### src/rtl/adder_subtractor.sv
// adder_subtractor
//   Registered two's-complement adder/subtractor with status flags.
//   The result is valid one clock after an accepted input. It wraps modulo
//   2^WIDTH and never saturates.
//
// Ports
//   clk        rising-edge clock
//   rst        synchronous, active-high reset
//   in_valid   qualifies factor_a / factor_b / operation this cycle
//   factor_a   operand A
//   factor_b   operand B
//   operation  0 = A+B, 1 = A-B
//   result     registered sum/difference (signed view)
//   out_valid  one-cycle strobe per accepted input
//   carry_out  add: carry out of MSB; sub: 1 = no borrow (A >= B unsigned)
//   overflow   signed two's-complement overflow
//   zero       result == 0
//   negative   result MSB
module adder_subtractor #(
  parameter int WIDTH = 8
) (
  input  logic                    clk,
  input  logic                    rst,
  input  logic                    in_valid,
  input  logic        [WIDTH-1:0] factor_a,
  input  logic        [WIDTH-1:0] factor_b,
  input  logic                    operation,
  output logic signed [WIDTH-1:0] result,
  output logic                    out_valid,
  output logic                    carry_out,
  output logic                    overflow,
  output logic                    zero,
  output logic                    negative
);

  logic [WIDTH-1:0] b_eff;
  logic [WIDTH:0]   sum;
  logic [WIDTH-1:0] sum_res;
  logic             ovf_next;

  // Subtraction is A + ~B + 1. The carry-in comes from operation, so add and
  // subtract use one carry chain.
  assign b_eff   = factor_b ^ {WIDTH{operation}};
  assign sum     = {1'b0, factor_a} + {1'b0, b_eff} + {{WIDTH{1'b0}}, operation};
  assign sum_res = sum[WIDTH-1:0];

  // Overflow occurs when both addend signs match (after B is conditionally
  // inverted) and the result sign differs from them. For subtraction this is
  // the same as "A and B signs differ, and the result sign differs from A".
  assign ovf_next = (factor_a[WIDTH-1] == b_eff[WIDTH-1]) &&
                    (sum_res[WIDTH-1] != factor_a[WIDTH-1]);

  always_ff @(posedge clk) begin
    if (rst) begin
      result    <= '0;
      out_valid <= 1'b0;
      carry_out <= 1'b0;
      overflow  <= 1'b0;
      zero      <= 1'b1;
      negative  <= 1'b0;
    end else begin
      out_valid <= in_valid;
      if (in_valid) begin
        result    <= $signed(sum_res);
        carry_out <= sum[WIDTH];
        overflow  <= ovf_next;
        zero      <= (sum_res == '0);
        negative  <= sum_res[WIDTH-1];
      end
    end
  end

endmodule

### config.mk
export PLATFORM = sky130hd
export DESIGN_NAME = adder_subtractor
export DESIGN_NICKNAME = d
export VERILOG_FILES = /design/src/rtl/adder_subtractor.sv
export SDC_FILE = /design/constraint.sdc
export NUM_CORES = 1
export LEC_CHECK = 0
export ABC_AREA = 1
export CORE_MARGIN = 2
export CORE_UTILIZATION = 35
export CTS_CLUSTER_SIZE = 28
export DETAILED_ROUTE_END_ITERATION = 12
export HOLD_SLACK_MARGIN = 0.02
export PLACE_DENSITY = 0.68
export SLEW_MARGIN = 40
export SYNTH_ARGS = -nofsm -noshare
export SYNTH_HDL_FRONTEND = slang
export SYNTH_SLANG_ARGS = --single-unit
### constraint.sdc
create_clock -name clk -period 2.4 [get_ports clk]
set_input_delay 0.36 -clock clk [delete_from_list [all_inputs] [get_ports clk]]
set_output_delay 0.36 -clock clk [all_outputs]
set_load 0.02 [all_outputs]
==> impl_metrics.env, run 1 <==
export IMPL_rsz0062_at_grt="no"
export IMPL_slew_headroom=0.720
export IMPL_synth_edf_count=0
export IMPL_hold_slack_ps=467
export IMPL_routedWlPerCell_um=9.58
export IMPL_cap_viol_max_count=0
export IMPL_critPathArrivalTime_ps=2290
export IMPL_crit_path_start_kind="input pin"
export IMPL_cts_tree="done"
export IMPL_tightestPinTransition_ps=419
export IMPL_layout_cells_non_filler=208
export IMPL_drt_initial_drc_count=21
export IMPL_path_clk_slew_ps=70
export IMPL_synthFlopType="dfxtp_1"
export IMPL_rows=19
export IMPL_cp_common_cell="nand2_1"
export IMPL_finalHoldViolations=0
export IMPL_dp_cells=205
export IMPL_hpwlAfterDp_um=1700
export IMPL_cp_cell_sequence="clkdlybuf4s50_1 > buf_4 > inv_4 > o21ai_2 > inv_1 > fa_1 > inv_1 > nand3_1 > nand2_1 > nand2_1 > nand2_1 > nor2_4 > nand2_1 > nor2_2 > nand3_1 > nand2_1"
export IMPL_clock_sinks=12
export IMPL_dieArea_mm2=0.00319
export IMPL_mappedNetlistArea_um2=965
export IMPL_path_class="input pin to flip-flop"
export IMPL_port_buffers=32
export IMPL_power_leakage_nw=0.655
export IMPL_fin_area_mm2=0.00134
export IMPL_syn_nets=171
export IMPL_synth_cell_types=27
export IMPL_ys_top_cells_by_area="dfxtp_1 (25%), nand2_1 (12%), ha_1 (9.1%)"
export IMPL_initial_core_util=0.359
export IMPL_ir_drop_v=0.000357
export IMPL_synth_area_per_cell_um2=6.75
export IMPL_clkLatencyLatePin_ps=280
export IMPL_vias_per_cell=4.68
export IMPL_coreArea_mm2=0.00269
export IMPL_vias=973
export IMPL_finalCritPeriodShare=0.882
export IMPL_synthCells=143
export IMPL_drv_slew=0
export IMPL_final_core_util=0.498
export IMPL_async_reset_ff_frac=0
export IMPL_grt_max_degree=13
export IMPL_layout_drive_gt1_share=0.102
export IMPL_hp_class="flip-flop to flip-flop"
export IMPL_cts_resized=0
export IMPL_clock_skew_ps=0
export IMPL_grt_pass1_wl_um=3590
export IMPL_nFillCells=289
export IMPL_worst_r2r_setup_slack_ps=1710
export IMPL_yosysTopAreaCellShare=0.249
export IMPL_gp_congestion=0.734
export IMPL_synthTopCellsByCount="nand2_1 (32), inv_1 (23), dfxtp_1 (12), nand3_1 (12), nor2_1 (11)"
export IMPL_post_dp_cell_area_mm2=0.00132
export IMPL_dieHeight_um=56.5
export IMPL_drc=0
export IMPL_yosys_area_top_type="dfxtp_1"
export IMPL_dr_pass1_iters=4
export IMPL_ys_warn_count=0
export IMPL_antenna_found_initial=0
export IMPL_cts_max_path_buffers=2
export IMPL_overflow=0
export IMPL_ant_nets=0
export IMPL_max_stage_delay_ps=450
export IMPL_antenna_cells=0
export IMPL_status="complete, no violations"
export IMPL_grt_pass1_vias=889
export IMPL_grt_usage=0.136
export IMPL_synth_most_common_cell="nand2_1"
export IMPL_ios=33
export IMPL_fmax_mhz=472
export IMPL_cts_buffers=3
export IMPL_h_tree_depth=1
export IMPL_crit_slowest_cell="clkdlybuf4s50_1"
export IMPL_cts_setup_buffers=0
export IMPL_die_x_um=56.5
export IMPL_fin_crit_ps=2120
export IMPL_ys_seq_area_frac=0.249
export IMPL_cp_data_required_time_ps=2570
export IMPL_wl_um=1990
export IMPL_cp_max_fo=6
export IMPL_worstSetupEndpointType="flip-flop"
export IMPL_cts_hold_buf=0
export IMPL_cts_root_buffer="clkbuf_4"
export IMPL_power_total_mw=0.667
export IMPL_setup_viol_count_final=0
export IMPL_ys_ff_latch=12
export IMPL_power_density_mw_per_mm2=498
export IMPL_nNetsFinal=207
export IMPL_syn2layout_area_growth_pct=38.8
==> flip-flops by register name, indices dropped and copies added, names as in the netlist <==
| signal | flops |
|---|---|
| result | 8 |
| carry_out | 1 |
| out_valid | 1 |
| overflow | 1 |
| zero | 1 |
==> report_power, final <==
| part | leakage [nW] | switching, mW | internal, mW |
|---|---|---|---|
| clock | 0.0138 | 0.0650 | 0.0582 |
| sequential | 0.0996 | 0.0105 | 0.219 |
| combinational | 0.541 | 0.172 | 0.142 |
==> cells in the final DEF, fill, tap and decap left out, types with 2 or more instances in the layout <==
| cell | Yosys | final |
|---|---|---|
| nand2_1 | 32 | 32 |
| clkdlybuf4s50_1 | 0 | 32 |
| inv_1 | 23 | 23 |
| nand3_1 | 12 | 12 |
| dfxtp_1 | 12 | 12 |
| nor2_1 | 11 | 11 |
| xor2_1 | 7 | 7 |
| ha_1 | 7 | 7 |
| a21oi_1 | 5 | 5 |
| nand2_2 | 5 | 5 |
| o211ai_1 | 3 | 3 |
| o21ai_0 | 3 | 3 |
| o21ai_1 | 3 | 3 |
| clkbuf_4 | 0 | 3 |
| xnor2_1 | 2 | 2 |
| a21oi_2 | 2 | 2 |
| nand4_1 | 2 | 2 |
| nand3b_1 | 2 | 2 |
| nor2_2 | 2 | 2 |
| buf_4 | 1 | 2 |
==> worst max-delay path, delay by kind of cell <==
family	cells	cell delay (ps)
buf+inv	5	780
fa+ha+maj	1	390
simple gates	9	620
compound gates	1	130
==> routing by layer <==
| metal | track usage | vias up | part of all wire |
|---|---|---|---|
| met5 | 0 | - | 0 |
| met4 | 0.0612 | 0 | 0.018 |
| met3 | 0.0138 | 5 | 0.050 |
| met2 | 0.239 | 24 | 0.47 |
| met1 | 0.165 | 425 | 0.46 |
| li1 | - | 519 | - |
==> cell families (layout without fill, tap and decap cells) <==
family / Yosys count / after routing / share of synthesized area
fa+ha+maj: 8 / 8 / 0.112
buf+inv: 29 / 63 / 0.127
flops: 12 / 12 / 0.249
compound gates: 18 / 18 / 0.115
simple gates: 67 / 67 / 0.315
xor+xnor: 9 / 9 / 0.0817
==> layout make-up <==
cell class | instances | area, µm² | area share
Tap cell | 31 | 38.8 | 0.0290
Inverter | 26 | 100 | 0.0748
Multi-Input combinational cell | 102 | 602 | 0.450
Sequential cell | 12 | 240 | 0.179
Clock buffer | 3 | 22.5 | 0.0168
Timing Repair Buffer | 34 | 335 | 0.250
==> final timing paths <==
kind / start / to / cells past startpoint
setup / recovery: operation / zero / 16
hold / removal: overflow / overflow / 2
setup reg to reg: result[5] / result[5] / 4
hold reg to reg: overflow / overflow / 2
==> per-stage QoR <==
stage	setup TNS, ps	setup slack (ps)
2_1_floorplan	0	615
3_3_place_gp	0	25.0
3_5_place_dp	-9.93	-9.93
4_1_cts	0	279
5_1_grt	0	115
6_report	0	283
No activity file was read; power rests on OpenSTA's default activity.
==> run 2: changes to the inputs <==
--- a/config.mk
+++ b/config.mk
@@ -5,13 +5,12 @@
 export SDC_FILE = /design/constraint.sdc
 export NUM_CORES = 1
 export LEC_CHECK = 0
-export ABC_AREA = 1
+export ABC_AREA = 0
 export CORE_MARGIN = 2
-export CORE_UTILIZATION = 35
-export CTS_CLUSTER_SIZE = 28
+export CORE_UTILIZATION = 40
 export DETAILED_ROUTE_END_ITERATION = 12
 export HOLD_SLACK_MARGIN = 0.02
-export PLACE_DENSITY = 0.68
+export PLACE_DENSITY = 0.76
 export SLEW_MARGIN = 40
 export SYNTH_ARGS = -nofsm -noshare
 export SYNTH_HDL_FRONTEND = slang
==> impl_metrics.env, run 2 <==
export IMPL_status="complete, no violations"
export IMPL_regMostFlops="result"
export IMPL_final_common_cell="clkdlybuf4s50_1"
export IMPL_clkLatencyLatePin_ps=260
export IMPL_syn2layout_area_growth_pct=72.8
export IMPL_drt_initial_drc_count=11
export IMPL_hpwlAfterDp_um=1860
export IMPL_clock_sinks=12
export IMPL_antenna_found_initial=0
export IMPL_cts_max_path_buffers=2
export IMPL_wl_um=2530
export IMPL_synth_edf_count=0
export IMPL_layout_drive_gt1_share=0.333
export IMPL_clock_skew_ps=0
export IMPL_dieArea_mm2=0.00275
export IMPL_synthCells=108
export IMPL_ir_drop_v=0.000339
export IMPL_ant_nets=0
export IMPL_slew_headroom=0.726
export IMPL_finalCritPeriodShare=0.979
export IMPL_worstSetupEndpointType="flip-flop"
export IMPL_synthFlopType="dfxtp_1"
export IMPL_synth_area_per_cell_um2=8.68
export IMPL_largest_register_ffs=8
export IMPL_routedWlPerCell_um=13.1
export IMPL_grt_max_degree=13
export IMPL_drc=0
export IMPL_reg2reg_from="result[6]"
export IMPL_final_core_util=0.732
export IMPL_dp_slack_ps=-435
export IMPL_finalHoldViolations=0
export IMPL_yosysTopAreaCellShare=0.256
export IMPL_grt_pass1_wl_um=4130
export IMPL_vias_per_cell=5.26
export IMPL_nFillCells=182
export IMPL_yosys_area_top_type="dfxtp_1"
export IMPL_power_density_mw_per_mm2=548
export IMPL_vias=1016
export IMPL_hold_slack_ps=468
export IMPL_rows=17
export IMPL_crit_path_start_kind="input pin"
export IMPL_dr_pass1_iters=4
export IMPL_port_buffers=32
export IMPL_ys_seq_area_frac=0.256
export IMPL_rr_worst_depth=2
export IMPL_synth_cell_types=42
export IMPL_overflow=0
export IMPL_synth_most_common_cell="dfxtp_1"
export IMPL_critPathArrivalTime_ps=2520
export IMPL_cp_startpoint="factor_b[1]"
export IMPL_tightestPinTransition_ps=410
export IMPL_grt_pass1_vias=1010
export IMPL_fin_crit_ps=2350
export IMPL_cts_hold_buf=0
export IMPL_power_leakage_nw=0.695
export IMPL_nNetsFinal=194
export IMPL_setup_viol_count_final=0
export IMPL_setup_tns_ps=0
export IMPL_path_class="input pin to flip-flop"
export IMPL_worst_r2r_setup_slack_ps=1700
export IMPL_antenna_cells=0
export IMPL_coreArea_mm2=0.00221
export IMPL_cts_tree="done"
export IMPL_mappedNetlistArea_um2=937
export IMPL_h_tree_depth=1
export IMPL_ios=33
export IMPL_ys_ff_latch=12
export IMPL_drv_slew=0
export IMPL_syn_nets=136
export IMPL_cp_max_fo=2
export IMPL_cts_root_buffer="clkbuf_4"
export IMPL_grt_usage=0.204
export IMPL_fmax_mhz=425
export IMPL_cts_buffers=3
export IMPL_initial_core_util=0.424
export IMPL_async_reset_ff_frac=0
export IMPL_synthTopCellsByCount="dfxtp_1 (12), nor2_1 (11), xor2_1 (9), inv_1 (8), ha_1 (7)"
export IMPL_layout_cells_non_filler=193
export IMPL_ys_warn_count=0
export IMPL_gp_congestion=0.822
export IMPL_cap_viol_max_count=0
export IMPL_endpoint="zero"
export IMPL_dieHeight_um=52.4
export IMPL_dp_cells=186
export IMPL_final_cell_mix="clkdlybuf4s50_1 (27), buf_4 (24), dfxtp_1 (12), nor2_1 (9)"
export IMPL_timing_rr_end="result[6]"
export IMPL_path_clk_slew_ps=70
export IMPL_cp_data_required_time_ps=2570
export IMPL_ys_top_cells_by_area="dfxtp_1 (26%), ha_1 (9.3%), xor2_1 (8.4%)"
export IMPL_setup_slack_ps=49.5
export IMPL_hp_class="flip-flop to flip-flop"
export IMPL_die_x_um=52.4
-- run 2: changes by cell type in the layout (fill, tap and decap cells not counted), sizes merged, moves of 5 or more --
cell           previous run  this run
o21ai                     7         1
nand2                    37         6
inv                      25         8
buf                       2        25
nand3                    12         4
clkdlybuf4s50            32        27
-- run 2: critical path, stage by stage --
cell and delay, ps:
dlygate4sd2_1 260, xor2_2 170, inv_2 60, fa_2 390, nand2b_4 170, a21oi_4 170
xnor2_2 100, or4_4 540, o41ai_2 300
-- run 2: per-stage QoR --
step                      total power [mW]  area [µm²]
after detailed placement             0.655        1430
after CTS                            0.867        1570
after global placement               0.644        1430
final                                0.887        1620
after floorplan                      0.467         937
after global routing                 0.940        1620
-- run 2: worst min-delay path by stage --
stage	depth (start not counted)	endpoint	slack (ps)	startpoint
6_report	2	result[5]	470	result[5]
3_5_place_dp	2	result[5]	460	result[5]
5_1_grt	2	result[5]	500	result[5]
3_3_place_gp	2	result[5]	450	result[5]
4_1_cts	2	result[5]	470	result[5]
2_1_floorplan	1	overflow	460	rst
-- run 2: kinds of logic (layout without fill, tap and decap cells) --
| family | Yosys count | in the layout | synth area share |
|---|---|---|---|
| xor gates and xnor gates | 12 | 12 | 0.112 |
| and+or+nand+nor | 33 | 33 | 0.182 |
| DFF | 12 | 12 | 0.256 |
| buffers and inverters | 12 | 69 | 0.0601 |
| AOI/OAI and AO/OA | 26 | 26 | 0.216 |
| adders and majority gates | 8 | 8 | 0.115 |
| muxes | 5 | 5 | 0.0587 |
-- run 2: timing repair --
| action | CTS | global route |
|---|---|---|
| cloned | 0 | 0 |
| gates resized for setup | 19 | 13 |
| setup endpoints to repair | 3 | 1 |
| pin swaps | 11 | 2 |
| setup buffers | 3 | 0 |
-- run 2: layout make-up --
cell class / count / area (µm²) / share of cell area
flip-flops and latches: 12 / 240 / 0.148
inverters: 8 / 30.0 / 0.0185
repair buffers: 57 / 505 / 0.312
well taps: 28 / 35.0 / 0.0216
multi-input cells: 84 / 772 / 0.477
clock buffers: 4 / 36.3 / 0.0224
-- run 2: power by group --
group / leakage [nW] / internal (mW) / total [mW] / switching [mW]
clock: 0.0210 / 0.0920 / 0.153 / 0.0606
combinational: 0.574 / 0.270 / 0.502 / 0.231
sequential: 0.0994 / 0.221 / 0.232 / 0.0110
-- run 2: routing by layer --
metal | vias to the layer above | global-route usage | routed length (µm)
met4 | 0 | 0.107 | 56
li1 | 504 | - | -
met1 | 473 | 0.206 | 979
met5 | - | 0 | 0
met2 | 32 | 0.396 | 1380
met3 | 7 | 0.0286 | 113
